===== src/rtl/bit_serial_alu_seq.sv =====
// Word-level sequencer that feeds an external 1-bit ALU slice LSB-first,
// chains the slice carry between bits and reassembles the WIDTH-bit result.
module bit_serial_alu_seq #(
  parameter int WIDTH = 8
) (
  input  logic             clk,
  input  logic             rst_n,
  input  logic             start,
  input  logic [2:0]       op,
  input  logic [WIDTH-1:0] a,
  input  logic [WIDTH-1:0] b,
  input  logic             carry_init,
  output logic             slice_a,
  output logic             slice_b,
  output logic             slice_c_in,
  output logic [2:0]       slice_op,
  input  logic             slice_result,
  input  logic             slice_c_out,
  output logic             busy,
  output logic             done,
  output logic [WIDTH-1:0] y,
  output logic             c_out
);
  localparam int CNT_W = $clog2(WIDTH + 1);

  typedef enum logic [1:0] {IDLE, SHIFT, DONE} state_t;

  state_t           state;
  logic [WIDTH-1:0] a_sr, b_sr, res_sr, res_next;
  logic [2:0]       op_r;
  logic             carry_r;
  logic [CNT_W-1:0] cnt;
  logic             shifting, last_bit;

  assign shifting = (state == SHIFT);
  assign last_bit = (cnt == CNT_W'(WIDTH - 1));

  // Written as shift-then-insert so WIDTH=1 needs no special slice.
  always_comb begin
    res_next            = res_sr >> 1;
    res_next[WIDTH-1]   = slice_result;
  end

  // Slice drive comes only from registers; nothing loops back from the slice.
  assign slice_a    = shifting & a_sr[0];
  assign slice_b    = shifting & b_sr[0];
  assign slice_c_in = shifting & carry_r;
  assign slice_op   = shifting ? op_r : 3'd0;

  always_ff @(posedge clk or negedge rst_n) begin
    if (!rst_n) begin
      state   <= IDLE;
      a_sr    <= '0;
      b_sr    <= '0;
      res_sr  <= '0;
      op_r    <= '0;
      carry_r <= 1'b0;
      cnt     <= '0;
      busy    <= 1'b0;
      done    <= 1'b0;
      y       <= '0;
      c_out   <= 1'b0;
    end else begin
      case (state)
        IDLE: begin
          done <= 1'b0;
          if (start) begin
            a_sr    <= a;
            b_sr    <= b;
            op_r    <= op;
            carry_r <= carry_init;
            cnt     <= '0;
            res_sr  <= '0;
            busy    <= 1'b1;
            state   <= SHIFT;
          end
        end
        SHIFT: begin
          res_sr  <= res_next;
          a_sr    <= a_sr >> 1;
          b_sr    <= b_sr >> 1;
          carry_r <= slice_c_out;
          cnt     <= cnt + CNT_W'(1);
          // Capture the final word on the last bit edge so y/c_out are
          // already valid while done is high.
          if (last_bit) begin
            y     <= res_next;
            c_out <= slice_c_out;
            done  <= 1'b1;
            state <= DONE;
          end
        end
        DONE: begin
          done  <= 1'b0;
          busy  <= 1'b0;
          state <= IDLE;
        end
        default: state <= IDLE;
      endcase
    end
  end
endmodule


===== config.mk =====
export PLATFORM = sky130hd
export DESIGN_NAME = bit_serial_alu_seq
export DESIGN_NICKNAME = d
export VERILOG_FILES = /design/src/rtl/bit_serial_alu_seq.sv
export SDC_FILE = /design/constraint.sdc
export NUM_CORES = 1
export LEC_CHECK = 0
export BUFFER_PORTS_ARGS = -buffer_cell sky130_fd_sc_hd__buf_2
export CAP_MARGIN = 20
export CORE_MARGIN = 10
export CORE_UTILIZATION = 45
export CTS_CLUSTER_SIZE = 40
export DETAILED_ROUTE_END_ITERATION = 8
export PLACE_DENSITY = 0.68
export SETUP_SLACK_MARGIN = 0.5
export SKIP_CTS_REPAIR_TIMING = 1
export SLEW_MARGIN = 20
export SYNTH_ARGS = -nofsm -noshare
export SYNTH_HDL_FRONTEND = slang
export SYNTH_SLANG_ARGS = --single-unit

===== constraint.sdc =====
create_clock -name clk -period 1.9 [get_ports clk]
set_input_delay 0.285 -clock clk [delete_from_list [all_inputs] [get_ports clk]]
set_output_delay 0.285 -clock clk [all_outputs]
set_load 0.02 [all_outputs]

==> impl_metrics.yaml, run 1 <==
synth:
  ys_top_cells_by_area: "dfrtp_1 59%, o22ai_1 8.0%, mux2_1 4.8%"
  synth-seq-cells: 44
  synth-async-reset-ratio: 1.00
  avgSynthCellArea_um2: 11.8
  syn_nets: 185
  yosysSeqAreaShare: 0.586
  synth_largest_area_cell: "dfrtp_1"
  synth_cells: 159
  yosys_warnings: 0
  synth_area_um2: 1880
  synth_top_area_frac: 0.586
  ys_types: 26
  synth_edf_count: 0
  ys.flop_type: "dfrtp_1"
routing:
  firstDrtPassIters: 4
  drtIter0Drc: 114
  num_vias: 1502
  viasPerCell: 5.48
  ant_nets: 0
  routed_wl_mm: 4.84
  wl_per_cell_um: 17.7
  drc_errors: 0
critical_path:
  path_cells: "nor2b_4 -> buf_6 -> and2_4 -> buf_6"
  r2r-start: "state[1]$_DFFE_PN0P_"
  critPathArrivalTime_ns: 1.32
  critPathKind: "reg2out"
  slowest_stage: "dfrtp_2"
  critPathMaxStageDelay_ns: 0.45
  reg2reg_to: "y[6]$_DFFE_PN0P_"
  reg2reg_setup_slack_ns: 0.36
  crit_top_cell: "buf_6"
  cp-end-kind: "output pin"
  cp_num_buf_inv: 2
  required_ns: 1.62
  crit_path_start_kind: "flop"
  reg2reg_depth: 5
  worst-path-max-fanout: 7
  critPathTopFamily: "flip-flops"
clocking:
  path_clk_slew_ns: 0.08
  cts_buffer_depth: 2
  root_buffer: "clkbuf_8"
  h-tree-depth: 2
  cts-buffers-inserted: 5
  cts.sinks: 44
  cts_tree: "built"
  clk_latency_ns: 0.30
sta:
  worst_pin_slew_ns: 0.542
  skew_ns: 0.00963
  fmax_mhz: 624
  holdWs_ns: 0.0563
  hold_violations: 0
  rsz0062_at_grt: "true"
  slew_headroom: 0.639
  period_needed_ns: 1.60
  slew_violations: 0
  setup_violations: 0
  tns_ns: 0
  min_period_over_period: 0.844
cells_and_area:
  fillCellCount: 349
  seq_area_um2: 1100
  fin_util: 0.626
  instances_no_fill: 274
  multi_input_area_um2: 781
  fin_nets: 250
  drive_above_1_share: 0.469
  diodes: 0
  syn2layout_area_growth_pct: 34.4
grt:
  grt_util_met1: 0.144
  grt_use_total: 0.121
  grt-busiest-layer: "met2"
  grt_first_pass_wirelength_mm: 7.21
  grt_pass1_vias: 1514
  grt_start_max_net_pins: 45
  gr-usage-met2: 0.188
  grt_antenna_before_repair: 0
  grt-ovfl-total: 0
  met3_usage: 0.0551
floorplan:
  die_w_um: 84.6
  rows: 23
  start_util: 0.466
  die_area_um2: 7160
  core_area_um2: 4030
  io_pins: 42
  die_y_um: 84.6
power:
  powerDensity_nw_per_um2: 1760
  finalPower_mw: 4.44
  p_clk_frac: 0.142
  ir_drop_mv: 1.03
  p_switching_mw: 1.62
  power_leakage_nw: 1.19
  pwr-share-seq: 0.380
  intPower_mw: 2.82
  comb_power_share: 0.479
  swShare: 0.364
worst_hold_path:
  hp-class: "in2async"
place:
  dpl.cell_count: 245
  dp_hpwl_mm: 3.08
  numPortBuffers: 41
  gp_congestion: 0.810
run_status:
  status: "finished, final reports clean"
flow_run:
  maxCapViolCount: 0
worst register-to-register path: stages, from the launching register on:
cell and delay [ns]:
dfrtp_2 0.45, buf_4 0.15, nand2b_4 0.16, nor3_4 0.16, buf_6 0.18, mux2_4 0.31
sequential cells by signal (all words and copies together) (netlist names):
signal,cells
a_sr,8
b_sr,8
busy,1
c_out,1
carry_r,1
cnt,4
done,1
op_r,3
res_sr,7
state,2
y,8
power by group through the flow:
stage                     Clock, mW  Combinational [mW]  Sequential (mW)
after global routing          0.688                2.29             1.75
after detailed placement          0                1.51             1.69
after floorplan                   0               0.968             1.73
final                         0.628                2.12             1.69
after CTS                     0.643                1.52             1.68
after global placement            0                1.47             1.67
cell families (layout without fill, tap and decap cells):
family | after synthesis | in the layout | share of synthesized area
mux | 14 | 14 | 0.0826
flops | 44 | 44 | 0.586
fa+ha+maj | 1 | 1 | 0.00666
compound gates | 61 | 61 | 0.203
simple gates | 25 | 25 | 0.0813
buf+inv | 14 | 79 | 0.0406
cells in the final DEF (no fill, tap or decap), drive strengths merged, types with 3 or more instances in the layout:
cell and instances:
and2 7, o22ai 24, o21ai 9, a21oi 14
nor2b 4, a22o 9, nand2 7, clkbuf 7
nor2 3, mux2 12, buf 70, dfrtp 44
stage by stage:
stage,instance area (µm²),worst slack (ns)
3_3_place_gp,2130,0.329
6_report,2520,0.297
5_1_grt,2520,0.261
3_5_place_dp,2130,0.293
4_1_cts,2230,0.0622
2_1_floorplan,1880,0.538
routing by layer:
layer  wire length, µm  vias up
met5                 0        -
met1              2140      747
met4                65        0
met2              2340       31
met3               289        7
li1                  -      717
synthesized netlist by cell type (4+ instances only):
cell     instances
mux2_1           8
a22o_1           9
nor2b_1          4
o22ai_1         24
dfrtp_1         44
buf_2            7
o21ai_0          9
and2_1           7
a21oi_1         14
mux2_2           4
nand2_1          7
worst max-delay path by stage:
stage	startpoint	slack, ns	cells after the start	endpoint
finish	state[0]$_DFFE_PN0P_	0.30	4	slice_a
global route	state[0]$_DFFE_PN0P_	0.26	4	slice_b
CTS	state[0]$_DFFE_PN0P_	0.06	4	slice_c_in
detailed placement	state[1]$_DFFE_PN0P_	0.29	4	y[5]$_DFFE_PN0P_
global placement	state[1]$_DFFE_PN0P_	0.33	4	y[0]$_DFFE_PN0P_
floorplan	cnt[0]$_DFFE_PN0P_	0.54	5	c_out$_DFFE_PN0P_
layout make-up:
cell class,count,share of cell area
inverters,2,0.00446
clock buffers,7,0.0382
well taps,50,0.0248
flip-flops and latches,44,0.437
repair buffers,70,0.186
multi-input cells,101,0.309
Power figures use the tool's default switching activity.
==> run 2: changes to the inputs <==
- PLACE_DENSITY: 0.68 -> 0.71
- clock period: 1.9 -> 1.3 ns (I/O delays scaled with it)
==> impl_metrics.yaml, run 2 (synthesis results as in run 1) <==
grt:
  grt_first_pass_wirelength_mm: 7.39
  grt_antenna_before_repair: 0
  grt_pass1_vias: 1542
  grt-ovfl-total: 0
  gr-usage-met2: 0.190
  grt_use_total: 0.125
  grt_start_max_net_pins: 45
  grt-busiest-layer: "met2"
  met3_usage: 0.0493
  grt_util_met1: 0.153
routing:
  drc_errors: 0
  ant_nets: 0
  viasPerCell: 5.62
  wl_per_cell_um: 18.5
  num_vias: 1556
  drtIter0Drc: 94
  firstDrtPassIters: 4
  routed_wl_mm: 5.13
power:
  pwr-share-seq: 0.356
  power_leakage_nw: 1.29
  swShare: 0.367
  finalPower_mw: 7.02
  intPower_mw: 4.45
  ir_drop_mv: 1.08
  comb_power_share: 0.526
  powerDensity_nw_per_um2: 2510
  p_switching_mw: 2.58
  p_clk_frac: 0.118
sta:
  layout_setup_ws_ns: -0.195
  hold_violations: 0
  min_period_over_period: 1.15
  worst_pin_slew_ns: 0.306
  fmax_mhz: 669
  setup_violations: 20
  rsz0062_at_grt: "true"
  slew_headroom: 0.796
  skew_ns: 0.00409
  slew_violations: 0
  period_needed_ns: 1.49
clocking:
  cts_tree: "built"
  path_clk_slew_ns: 0.08
  cts-buffers-inserted: 5
  cts_buffer_depth: 2
  clk_latency_ns: 0.30
  cts.sinks: 44
  root_buffer: "clkbuf_8"
  h-tree-depth: 2
run_status:
  violations: "setup timing"
  status: "complete, but fails checks"
critical_path:
  critPathKind: "reg2out"
  critPathMaxStageDelay_ns: 0.44
  path_cells: "nor2b_4 -> buf_6 -> and2_4 -> buf_6"
  crit_top_cell: "buf_6"
  worst-path-max-fanout: 5
  cp-end-kind: "output pin"
  critPathArrivalTime_ns: 1.30
  slowest_stage: "dfrtp_1"
  crit_path_start_kind: "flop"
  required_ns: 1.11
cells_and_area:
  drive_above_1_share: 0.529
  final_common_cell: "dfrtp_1"
  top_regs: "a_sr (8), b_sr (8), y (8)"
  fillCellCount: 283
  syn2layout_area_growth_pct: 49.0
  diodes: 0
  mostFrequentLayoutCells: "43 x dfrtp_1, 24 x buf_2, 23 x buf_6"
  fin_nets: 252
floorplan:
  die_y_um: 84.6
  io_pins: 42
  die_w_um: 84.6
  core_area_um2: 4030
  rows: 23
  start_util: 0.466
  die_area_um2: 7160
place:
  dp_hpwl_mm: 3.17
  place_ws_ns: -0.0849
  numPortBuffers: 41
  gp_congestion: 0.788
worst_hold_path:
  hp-class: "in2reg"
flow_run:
  maxCapViolCount: 0
-- run 2: cell count changes in the layout (fill, tap and decap cells not counted), moves of 4 or more --
cell / previous run / this run
o21ai_0: 9 / 2
o22ai_2: 0 / 7
o22ai_1: 24 / 16
buf_2: 36 / 24
buf_6: 9 / 23
o21ai_1: 0 / 5
buf_4: 25 / 17
buf_12: 0 / 4
-- run 2: final timing paths --
path                                       from              endpoint  slack [ns]  cells after the start
max in group asynchronous                 rst_n  state[0]$_DFFE_PN0P_        0.70                      3
max reg2reg                  cnt[1]$_DFFE_PN0P_      y[1]$_DFFE_PN0P_       -0.17                      5
min                                       op[1]   op_r[1]$_DFFE_PN0P_        0.12                      2
max                        state[1]$_DFFE_PN0P_           slice_op[0]       -0.19                      4
min reg2reg                 b_sr[4]$_DFFE_PN0P_   b_sr[4]$_DFFE_PN0P_        0.51                      2
min in group asynchronous                 rst_n   b_sr[1]$_DFFE_PN0P_        0.39                      3
-- run 2: metrics by stage --
step / cells / utilization / cell area (µm²) / setup TNS [ns] / hold slack, ns
2_1_floorplan: 159 / - / 1990 / -0.342 / -0.101
3_3_place_gp: 256 / 0.572 / 2300 / -0.284 / 0.184
3_5_place_dp: 256 / 0.572 / 2300 / -0.719 / 0.188
4_1_cts: 264 / 0.592 / 2380 / -2.90 / -0.135
5_1_grt: 277 / 0.695 / 2800 / -3.62 / 0.125
6_report: 277 / 0.695 / 2800 / -2.90 / 0.125
-- run 2: power by group through the flow --
stage	clock network (mW)	logic, mW	registers (mW)
after floorplan	0	1.72	2.56
after global placement	0	2.60	2.40
after detailed placement	0	2.69	2.44
after CTS	0.844	2.71	2.41
after global routing	0.896	3.94	2.58
final	0.828	3.69	2.50
-- run 2: final cells by class --
| class | instances | area, µm² | share of cell area |
|---|---|---|---|
| tap | 50 | 62.6 | 0.0224 |
| clock buffer | 7 | 76.3 | 0.0273 |
| inverter | 2 | 17.5 | 0.00626 |
| clock inverter | 1 | 5.00 | 0.00179 |
| multi-input combinational | 102 | 898 | 0.321 |
| timing repair buffer | 71 | 637 | 0.228 |
| sequential | 44 | 1100 | 0.394 |
-- run 2: layer usage --
layer,part of all wire,vias up,wire length [µm]
met1,0.42,791,2170
met5,0,-,0
met2,0.50,33,2590
met4,0.017,0,89
li1,-,724,-
met3,0.056,8,289
-- run 2: critical path: cells and delay by family (launching register included) --
kind                   cells  cell delay (ns)
buffers and inverters      2             0.24
DFF                        1             0.44
and+or+nand+nor            2             0.31
